$ cat src/rtl/rca_pkg.sv
// Shared types and sizing helpers for the multi-cycle ripple-carry add/sub unit.
// Latency: n/a (package only).
// Backpressure: n/a (package only).
package rca_pkg;

  // Control FSM states of the sequential adder.
  typedef enum logic [1:0] {
    IDLE = 2'd0,
    RUN  = 2'd1,
    DONE = 2'd2
  } state_e;

  // Number of CHUNK-bit slices needed to cover a WIDTH-bit operand.
  function automatic int calc_nchunk(input int width, input int chunk);
    return width / chunk;
  endfunction

  // Width of the slice index counter; never narrower than one bit so the
  // single-slice configuration still has a legal counter.
  function automatic int calc_idx_w(input int nchunk);
    return (nchunk > 1) ? $clog2(nchunk) : 1;
  endfunction

endpackage : rca_pkg

$ cat src/rtl/rca_fulladder.sv
// One-bit full adder, the basic cell of the ripple chain.
// Latency: combinational.
// Backpressure: none (pure logic).
// Ports: a, b, c_in -> s (sum bit), c_out (carry to the next bit).
module rca_fulladder (
  input  logic a,
  input  logic b,
  input  logic c_in,
  output logic s,
  output logic c_out
);

  logic half_sum;

  assign half_sum = a ^ b;
  assign s        = half_sum ^ c_in;
  // Generate when both bits are set, propagate an incoming carry otherwise.
  assign c_out    = (a & b) | (c_in & half_sum);

endmodule : rca_fulladder

$ cat src/rtl/rca_slice.sv
// CHUNK-bit ripple-carry adder built from a chain of full adders.
// Latency: combinational (CHUNK full-adder delays on the carry path).
// Backpressure: none (pure logic).
// Ports: a, b (CHUNK-bit slices), c_in (carry into bit 0) -> s, c_out (carry out of MSB).
module rca_slice #(
  parameter int CHUNK = 4
) (
  input  logic [CHUNK-1:0] a,
  input  logic [CHUNK-1:0] b,
  input  logic             c_in,
  output logic [CHUNK-1:0] s,
  output logic             c_out
);

  // c[i] is the carry into bit i; c[CHUNK] leaves the slice.
  logic [CHUNK:0] c;

  assign c[0] = c_in;

  for (genvar i = 0; i < CHUNK; i++) begin : g_bit
    rca_fulladder u_fa (
      .a    (a[i]),
      .b    (b[i]),
      .c_in (c[i]),
      .s    (s[i]),
      .c_out(c[i+1])
    );
  end

  assign c_out = c[CHUNK];

endmodule : rca_slice

$ cat src/rtl/rca_seq_adder.sv
// Multi-cycle add/subtract: one CHUNK-bit ripple slice reused LSB-first, carry registered between slices.
// Latency: out_valid rises WIDTH/CHUNK edges after the accepting edge.
// Backpressure: result held in DONE until out_ready; a new operand pair may be accepted on the draining edge.
// Ports:
//   clk, rst                 clock, synchronous active-high reset
//   in_valid/in_ready        operand handshake; a, b, sub captured on accept
//   out_valid/out_ready      result handshake; s, c_out, ovf valid while out_valid
module rca_seq_adder
  import rca_pkg::*;
#(
  parameter int WIDTH = 16,
  parameter int CHUNK = 4
) (
  input  logic             clk,
  input  logic             rst,
  input  logic             in_valid,
  output logic             in_ready,
  input  logic [WIDTH-1:0] a,
  input  logic [WIDTH-1:0] b,
  input  logic             sub,
  output logic             out_valid,
  input  logic             out_ready,
  output logic [WIDTH-1:0] s,
  output logic             c_out,
  output logic             ovf
);

  localparam int NCHUNK = calc_nchunk(WIDTH, CHUNK);
  localparam int IW     = calc_idx_w(NCHUNK);
  localparam logic [IW-1:0] LAST_IDX = IW'(NCHUNK - 1);

  if ((CHUNK < 1) || ((WIDTH % CHUNK) != 0)) begin : g_bad_cfg
    $error("rca_seq_adder: WIDTH must be a non-zero multiple of CHUNK");
  end

  state_e          state_q;
  logic [IW-1:0]   idx_q;
  logic [WIDTH-1:0] a_q;
  logic [WIDTH-1:0] b_q;       // already inverted for subtraction
  logic            carry_q;
  logic            sign_a_q;
  logic            sign_b_q;   // sign of the effective (possibly inverted) B
  logic [WIDTH-1:0] s_q;
  logic            c_out_q;
  logic            ovf_q;
  logic            out_valid_q;

  logic             accept;
  logic [WIDTH-1:0] b_eff;
  int               base_idx;
  logic [CHUNK-1:0] a_slice;
  logic [CHUNK-1:0] b_slice;
  logic [CHUNK-1:0] sum_d;
  logic             carry_d;

  // Ready depends only on state and the consumer, never on in_valid, so the
  // handshake cannot form a combinational loop with the producer.
  assign in_ready = (state_q == IDLE) || ((state_q == DONE) && out_ready);
  assign accept   = in_valid && in_ready;

  // Subtraction is a + ~b + 1; the +1 enters as the initial carry.
  assign b_eff = sub ? ~b : b;

  // Select the slice currently being processed.
  always_comb begin
    base_idx = int'(idx_q) * CHUNK;
    a_slice  = a_q[base_idx +: CHUNK];
    b_slice  = b_q[base_idx +: CHUNK];
  end

  rca_slice #(
    .CHUNK(CHUNK)
  ) u_slice (
    .a    (a_slice),
    .b    (b_slice),
    .c_in (carry_q),
    .s    (sum_d),
    .c_out(carry_d)
  );

  always_ff @(posedge clk) begin
    if (rst) begin
      state_q     <= IDLE;
      idx_q       <= '0;
      a_q         <= '0;
      b_q         <= '0;
      carry_q     <= 1'b0;
      sign_a_q    <= 1'b0;
      sign_b_q    <= 1'b0;
      s_q         <= '0;
      c_out_q     <= 1'b0;
      ovf_q       <= 1'b0;
      out_valid_q <= 1'b0;
    end else begin
      case (state_q)
        IDLE: begin
          if (accept) begin
            a_q      <= a;
            b_q      <= b_eff;
            carry_q  <= sub;
            sign_a_q <= a[WIDTH-1];
            sign_b_q <= b_eff[WIDTH-1];
            idx_q    <= '0;
            state_q  <= RUN;
          end
        end

        RUN: begin
          s_q[base_idx +: CHUNK] <= sum_d;
          carry_q                <= carry_d;
          if (idx_q == LAST_IDX) begin
            // The last slice holds the result MSB, so the flags are final here.
            c_out_q     <= carry_d;
            ovf_q       <= (sign_a_q == sign_b_q) && (sum_d[CHUNK-1] != sign_a_q);
            out_valid_q <= 1'b1;
            idx_q       <= '0;
            state_q     <= DONE;
          end else begin
            idx_q <= idx_q + IW'(1);
          end
        end

        DONE: begin
          if (out_ready) begin
            out_valid_q <= 1'b0;
            if (in_valid) begin
              // Drain and refill on the same edge: no idle bubble.
              a_q      <= a;
              b_q      <= b_eff;
              carry_q  <= sub;
              sign_a_q <= a[WIDTH-1];
              sign_b_q <= b_eff[WIDTH-1];
              idx_q    <= '0;
              state_q  <= RUN;
            end else begin
              state_q <= IDLE;
            end
          end
        end

        default: begin
          state_q     <= IDLE;
          out_valid_q <= 1'b0;
        end
      endcase
    end
  end

  assign out_valid = out_valid_q;
  assign s         = s_q;
  assign c_out     = c_out_q;
  assign ovf       = ovf_q;

endmodule : rca_seq_adder

$ cat config.mk
export PLATFORM = sky130hd
export DESIGN_NAME = rca_seq_adder
export DESIGN_NICKNAME = d
export VERILOG_FILES = /design/src/rtl/rca_pkg.sv /design/src/rtl/rca_fulladder.sv /design/src/rtl/rca_slice.sv /design/src/rtl/rca_seq_adder.sv
export SDC_FILE = /design/constraint.sdc
export NUM_CORES = 1
export LEC_CHECK = 0
export CAP_MARGIN = 20
export CORE_MARGIN = 4
export CORE_UTILIZATION = 50
export DETAILED_ROUTE_END_ITERATION = 12
export GPL_ROUTABILITY_DRIVEN = 0
export PLACE_DENSITY = 0.78
export SETUP_SLACK_MARGIN = 0.4
export SLEW_MARGIN = 40
export SYNTH_ARGS = -nofsm -noshare
export SYNTH_HDL_FRONTEND = slang
export SYNTH_SLANG_ARGS = --single-unit
export TNS_END_PERCENT = 30
$ cat constraint.sdc
create_clock -name clk -period 6 [get_ports clk]
set_clock_uncertainty 0.05 [all_clocks]
set_input_delay 1.2 -clock clk [delete_from_list [all_inputs] [get_ports clk]]
set_output_delay 1.2 -clock clk [all_outputs]
set_load 0.005 [all_outputs]
==> metrics.yaml <==
drive_gt1_share_pct: 9.67
holdCritPathClass: "reg -> reg"
area_delta_synth_final_pct: 21.0
yosysSeqAreaShare_pct: 39.9
cts_buffer_depth: 2
drcViolationCount: 0
netlist_area_um2: 2810
min_period_ps: 4120
fmax_mhz: 243
ys_seq_elements: 56
synth_area_leaders: "dfxtp_1 (40%), a21oi_1 (8.0%), mux4_2 (6.4%)"
finalSetupTns_ps: 0
hold_violations: 0
status: "finished clean"
synth_common_cells: "dfxtp_1 (56), a21oi_1 (45), a211oi_1 (17), nand3_1 (17)"
slew_viol_final: 0
synth.top_cell.area_share_pct: 39.9
hold_buffers: 0
setup_viol: 0
clk_pin_slew_worst_paths_ps: 90
cts_root_buffer: "clkbuf_8"
multi_input_comb_area_um2: 1490
postSynthCellCount: 292
grt_max_degree: 61
yosysWarnings: 0
dieArea_um2: 6880
insertion_delay_ps: 310
cp.arrival_ps: 2870
synth_cell_type_count: 40
grt_pass1_vias: 2221
p_per_area_nw_per_um2: 227
cts_sinks: 56
regArea_um2: 1120
cts_resized: 0
grt_pass1_wl_um: 10500
die_h_um: 82.9
dp_hpwl_um: 4190
ant_nets: 0
synth_ff_type: "dfxtp_1"
cp_max_fo: 21
cts_tree: "done"
end_kind: "primary output"
postCtsSetupBuffers: 0
grt-ovfl-total: 0
wl_um: 6080
synth-edff-count: 0
rsz0062_at_grt: "false"
num_antenna_cells: 0
p_total_uw: 771
coreArea_um2: 5470
leakagePower_uw: 0.00114
worstMarginPinSlew_ps: 668
htreeDepth: 2
required_ps: 4750
die_w_um: 82.9
cts_buffers: 5
num_vias: 2250
portBuffers: 56
rows: 27
nFillCells: 499
layout_worst_path_cycle_share_pct: 68.7
stdcell_area_um2: 3400
nNetsFinal: 377
yosysMostFrequentCell: "dfxtp_1"
drtIter0Drc: 80
wl_per_cell_um: 15.1
place_area_um2: 3310
track_usage_pct: 18.3
synth_top_area_cell: "dfxtp_1"
start_util_pct: 51.3
avgSynthCellArea_um2: 9.62
worstSetupStartpointType: "input pin"
syn-num-nets: 339
synthArstFlopShare_pct: 0
cap_violations: 0
worstSetupPathType: "in -> out"
viasPerCell: 5.58
slew_headroom_pct: 55.4
io_pins: 57
peakVddDrop_uv: 104
grt_antenna_before_repair: 0
dr.pass1.iters: 4
## power breakdown
group	leakage [µW]	internal (µW)	total [µW]	switching (µW)
Combinational	0.000638	76.5	153	76.9
Clock	0.0000455	94.5	210	115
Sequential	0.000458	392	408	15.6
## kinds of logic after synthesis
family / share of synthesized area, %
DFF: 39.9
muxes: 6.42
xor gates and xnor gates: 4.99
buffers and inverters: 7.04
adders and majority gates: 5.53
AOI/OAI and AO/OA: 21.1
and+or+nand+nor: 15.0
## final cells by class
class                           instances  share of cell area [%]
Multi-Input combinational cell        198                    43.9
Sequential cell                        56                    33.0
Timing Repair Buffer                   57                    16.5
Clock buffer                            8                    2.65
Tap cell                               72                    2.65
Inverter                               12                    1.33
## placed cells by master, fill, tap and decap left out, types with 7 or more instances in the layout
cell type / count
a32oi_1: 7
a21oi_1: 45
dfxtp_1: 56
clkdlybuf4s50_1: 54
inv_1: 12
nand2_1: 12
nor2_1: 11
mux4_2: 8
xnor2_1: 16
o21ai_0: 16
a211oi_1: 17
nand3_1: 17
## per-stage QoR
step / hold WS [ps] / util, % / setup slack [ps] / instances
5_1_grt: 431 / 62.1 / 1790 / 403
3_3_place_gp: 387 / 60.4 / 1900 / 395
6_report: 408 / 62.1 / 1880 / 403
4_1_cts: 414 / 62.1 / 1880 / 403
2_1_floorplan: 398 / - / 3010 / 292
3_5_place_dp: 402 / 60.4 / 1910 / 395
## sequential cells by signal, indices dropped and copies added (netlist names)
register	flops
a_q	16
b_q	16
c_out	1
carry_q	1
idx_q	2
out_valid	1
ovf	1
s	16
state_q	2
## critical path, stage by stage
cell	delay (ps)
clkdlybuf4s50_1	460
and2b_1	630
nor2_1	90
clkdlybuf4s50_1	480
## final timing paths
kind / cells after the start / endpoint / slack, ps / from
setup / recovery: 4 / in_ready / 1880 / out_ready
hold / removal: 2 / out_valid$_SDFFE_PP0P_ / 410 / out_valid$_SDFFE_PP0P_
setup reg to reg: 10 / ovf$_SDFFE_PP0P_ / 2520 / idx_q[0]$_SDFFE_PP0P_
hold reg to reg: 2 / out_valid$_SDFFE_PP0P_ / 410 / out_valid$_SDFFE_PP0P_
## routing by layer
layer	vias up	routed length [µm]	global-route usage, %
li1	1126	-	-
met1	1062	2750	23.5
met2	52	2930	30.5
met3	10	277	3.08
met4	0	119	7.43
met5	-	0	0
Note: power is estimated with default switching activity, not from simulation.
